$ cat src/rtl/sin_controller.sv
// Control FSM for the Taylor-series sine datapath: sequences x^2, the term recurrence
// term <= term * x^2 * 1/((2k)(2k+1)) and the alternating-sign accumulation.
module sin_controller #(
    parameter int unsigned CNT_W = 8
) (
    input  logic             i_clk,
    input  logic             i_rst,
    input  logic             i_start,
    input  logic [CNT_W-1:0] i_n_terms,
    input  logic             i_mul_done,
    output logic             o_ready,
    output logic             o_done,
    output logic             o_init,
    output logic             o_ld_x2,
    output logic             o_ld_term,
    output logic             o_ld_sum,
    output logic             o_add_sub,
    output logic             o_mul_go,
    output logic [1:0]       o_mul_sel,
    output logic [CNT_W-1:0] o_coef_addr
);

    localparam logic [CNT_W-1:0] CntOne = CNT_W'(1);

    typedef enum logic [3:0] {
        StIdle, StInit, StSq, StSqW, StChk, StM1, StM1W, StM2, StM2W, StAcc, StDone
    } state_e;

    state_e           r_state;
    logic [CNT_W-1:0] r_n;
    logic [CNT_W-1:0] r_k;
    logic             r_ready;
    logic             r_done;
    logic             r_init;
    logic             r_ld_sum;
    logic             r_add_sub;
    logic             r_mul_go;
    logic [1:0]       r_mul_sel;
    logic [CNT_W-1:0] r_coef_addr;

    always_ff @(posedge i_clk) begin
        if (i_rst) begin
            r_state     <= StIdle;
            r_n         <= '0;
            r_k         <= '0;
            r_ready     <= 1'b1;
            r_done      <= 1'b0;
            r_init      <= 1'b0;
            r_ld_sum    <= 1'b0;
            r_add_sub   <= 1'b0;
            r_mul_go    <= 1'b0;
            r_mul_sel   <= 2'd0;
            r_coef_addr <= '0;
        end else begin
            // Pulse outputs default low; each transition raises those of its target state.
            r_done    <= 1'b0;
            r_init    <= 1'b0;
            r_ld_sum  <= 1'b0;
            r_add_sub <= 1'b0;
            r_mul_go  <= 1'b0;
            unique case (r_state)
                StIdle: begin
                    if (i_start) begin
                        r_n     <= (i_n_terms == '0) ? CntOne : i_n_terms;
                        r_k     <= CntOne;
                        r_ready <= 1'b0;
                        r_init  <= 1'b1;
                        r_state <= StInit;
                    end
                end
                StInit: begin
                    r_mul_go  <= 1'b1;
                    r_mul_sel <= 2'd0;
                    r_state   <= StSq;
                end
                StSq: r_state <= StSqW;
                StSqW: begin
                    if (i_mul_done) begin
                        r_state <= StChk;
                    end
                end
                StChk: begin
                    if (r_k == r_n) begin
                        r_done  <= 1'b1;
                        r_state <= StDone;
                    end else begin
                        r_mul_go  <= 1'b1;
                        r_mul_sel <= 2'd1;
                        r_state   <= StM1;
                    end
                end
                StM1: r_state <= StM1W;
                StM1W: begin
                    if (i_mul_done) begin
                        r_mul_go    <= 1'b1;
                        r_mul_sel   <= 2'd2;
                        r_coef_addr <= r_k - CntOne;
                        r_state     <= StM2;
                    end
                end
                StM2: r_state <= StM2W;
                StM2W: begin
                    if (i_mul_done) begin
                        r_mul_sel   <= 2'd0;
                        r_coef_addr <= '0;
                        r_ld_sum    <= 1'b1;
                        r_add_sub   <= r_k[0];
                        r_state     <= StAcc;
                    end
                end
                StAcc: begin
                    r_k     <= r_k + CntOne;
                    r_state <= StChk;
                end
                StDone: begin
                    r_ready <= 1'b1;
                    r_state <= StIdle;
                end
                default: begin
                    r_ready <= 1'b1;
                    r_state <= StIdle;
                end
            endcase
        end
    end

    // Result loads must coincide with the mul_done pulse, so they cannot be registered.
    assign o_ld_x2   = (r_state == StSqW) && i_mul_done;
    assign o_ld_term = ((r_state == StM1W) || (r_state == StM2W)) && i_mul_done;

    assign o_ready     = r_ready;
    assign o_done      = r_done;
    assign o_init      = r_init;
    assign o_ld_sum    = r_ld_sum;
    assign o_add_sub   = r_add_sub;
    assign o_mul_go    = r_mul_go;
    assign o_mul_sel   = r_mul_sel;
    assign o_coef_addr = r_coef_addr;

endmodule

$ cat config.mk
export PLATFORM = sky130hd
export DESIGN_NAME = sin_controller
export DESIGN_NICKNAME = d
export VERILOG_FILES = /design/src/rtl/sin_controller.sv
export SDC_FILE = /design/constraint.sdc
export NUM_CORES = 1
export LEC_CHECK = 0
export CORE_MARGIN = 4
export CORE_UTILIZATION = 45
export CTS_BUF_LIST = sky130_fd_sc_hd__clkbuf_8
export DETAILED_ROUTE_END_ITERATION = 16
export PLACE_DENSITY = 0.73
export SLEW_MARGIN = 20
export SYNTH_ARGS = -nofsm -noshare
export SYNTH_HDL_FRONTEND = slang
export SYNTH_SLANG_ARGS = --single-unit
$ cat constraint.sdc
create_clock -name i_clk -period 4.35 [get_ports i_clk]
set_input_delay 0.6525 -clock i_clk [delete_from_list [all_inputs] [get_ports i_clk]]
set_output_delay 0.6525 -clock i_clk [all_outputs]
set_load 0.02 [all_outputs]
==> reports/results.txt <==
Synth Area per Inst = 8.49 um2
cell taking the most area after synthesis = dfxtp_1
Critical-path top delay cell = clkdlybuf4s50_1
clock slew seen by the registers of the worst setup and hold paths = 0.06 ns
Setup violations, final = 0
compound-cell area share of the yosys netlist = 0.183
Seq/Total Area, Yosys = 0.384
crit path cell chain = clkdlybuf4s50_1 -> inv_1 -> nor4b_1 -> clkdlybuf4s50_1
crit path launch type = input pin
Syn Nets = 235
Cell Rows = 23
Initial DRC Count = 82
commonest cells in the netlist = dfxtp_1 (36), nor2_1 (29), nand2_1 (20)
Pleak = 0.826 nW
top-level I/O count = 30
Non-Filler Instances = 287
clock sink count = 36
VDD IR max = 0.278 mV
Hold Vio Cnt, Final = 0
Die W = 72.6 um
CP max stage delay = 0.67 ns
most frequent cell after synthesis = dfxtp_1
Post-Synth Adder-Cell Area = 0.0133
Post-DRT Antenna Nets = 0
XOR/XNOR Fraction of Synth Area = 0.0794
critical path class = input pin to output pin
GR peak layer = met2
die area = 5260 um2
Area Overhead vs Synth = 16.3%
Pwr Total = 1.10 mW
async set-reset flop share out of synthesis = 0
crit-path max FO = 8
mux contribution to synthesized area = 0.00534
Mapped Cells = 221
Root Driver = clkbuf_8
worst hold path class = register to register
grt total ovfl = 0
Most Frequent Cell on Critical Path = clkdlybuf4s50_1
Synth Register Bits = 36
Starting Density = 0.466
Tmin final = 3.01 ns
Clock Latency Late Sink = 0.29 ns
Final nets = 251
Ys Warns = 0
CP bufs+invs = 3
first-pass GRT wire length = 6630 um
CTS Buf Count = 5
antenna cells = 0
cell family with most CP delay = buffers and inverters
vias in the first global route = 1455
vias per cell = 5.54
Top FF cell, synth = dfxtp_1
met3 usage = 0.0540
Final Max Tran Viols = 0
slew margin rel. = 0.471
htree depth = 2
Die Y = 72.6 um
Final TNS setup = 0 ns
GP Congestion = 0.857
Worst Max-Slew Pin Slew = 0.790 ns
Tcrit/Tclk final = 0.691
final wirelength = 3890 um
outcome = finished, final reports clean
dpl hpwl = 2750 um
largest net degree at the start of global routing = 24
share of layout cells above drive strength 1 = 0.0549
Pre-antenna DRT Iters = 4
crit path DAT = 2.35 ns
library cells used by synthesis = 49
maximum root-to-sink buffer count = 2
# DRC = 0
Worst setup EP type = output pin
dpl cells = 280
Fmax achieved = 333 MHz
Core Region = 4030 um2
hold_buf cts = 0
GRT Overall Usage = 0.159
RSZ-0062 raised after global routing = no
top cell type's share of synthesized area = 0.384
via count = 1590
Cell Area, Synth = 1880 um2
Layout Skew = 0.00471 ns
IO Port Bufs = 29
CTS tree = yes
met2 usage = 0.263
initial antenna violation count = 0
M1 GR Usage = 0.199
cts repair resizes = 0
Max Cap Viol = 0
Worst EP required = 3.70 ns
Synth Area in Simple Gates = 0.242
Cell Pwr Density = 503 nW/um2
drt wl/cell = 13.6 um
largest cells by area after synthesis = dfxtp_1 (38%), nor2_1 (5.8%), xor2_1 (5.6%)
largest family of logic cells by synthesized area = simple AND/OR/NAND/NOR gates
Post-synth EDFFs = 0
setup bufs post-CTS = 0
-- placed cells by master (no fill, tap or decap), types with 6 or more instances in the layout --
cell type        count
dfxtp_1             36
nor2_1              29
clkdlybuf4s50_1     29
nand2_1             20
a21oi_1             19
xor2_1              12
a22oi_1              7
clkbuf_8             7
inv_1                6
a31oi_1              6
-- per-layer routing --
| layer | up-vias | wire [um] |
|---|---|---|
| met5 | - | 0 |
| met4 | 0 | 36 |
| met3 | 7 | 203 |
| met2 | 43 | 1810 |
| met1 | 727 | 1840 |
| li1 | 813 | - |
-- final timing paths --
| check | start | endpoint | slack, ns | cells after the start |
|---|---|---|---|---|
| worst max-delay path | i_mul_done | o_ld_x2 | 1.34 | 4 |
| worst min-delay path | r_n[2] | r_n[2] | 0.47 | 2 |
| worst max register to register | r_state[3] | r_k[7] | 2.40 | 5 |
| worst min register to register | r_n[2] | r_n[2] | 0.47 | 2 |
-- worst register-to-register path, cell delays in order, from the launching register on --
cell	delay, ns
dfxtp_1	0.69
nand4bb_1	0.38
nor2_1	0.23
and3_1	0.23
a31oi_1	0.10
a41o_1	0.21
-- metrics by stage --
stage          setup WS (ns)  hold WS (ns)  utilization  cell area [um2]
2_1_floorplan           2.25         0.448            -             1880
6_report                1.34         0.465        0.541             2180
5_1_grt                 1.17         0.488        0.541             2180
4_1_cts                 1.34         0.471        0.541             2180
3_3_place_gp            1.38         0.455        0.517             2080
3_5_place_dp            1.34         0.462        0.517             2080
-- power breakdown --
group	total (mW)	internal, mW	switching (mW)
registers	0.458	0.377	0.0812
clock network	0.255	0.141	0.114
logic	0.384	0.178	0.206
total	1.10	0.696	0.401
-- cells by family (layout without fill, tap and decap cells) --
family / after synthesis / after routing
buf+inv: 27 / 43
simple gates: 86 / 86
mux: 1 / 1
compound gates: 52 / 52
flops: 36 / 36
xor+xnor: 17 / 17
fa+ha+maj: 2 / 2
-- cell type report --
type                    instances  area [um2]
fillers                       391        1850
inverters                       6        22.5
repair buffers                 30         298
multi-input cells             158         981
clock buffers                   7        96.3
well taps                      50        62.6
flip-flops and latches         36         721
-- sequential cells by signal (all words and copies together), names as in the netlist --
name,cells
o_ready,1
o_mul_go,1
r_n,8
o_done,1
o_ld_sum,1
o_add_sub,1
o_init,1
o_coef_addr,8
o_mul_sel,2
r_k,8
r_state,4
(Power assumes the default switching activity.)
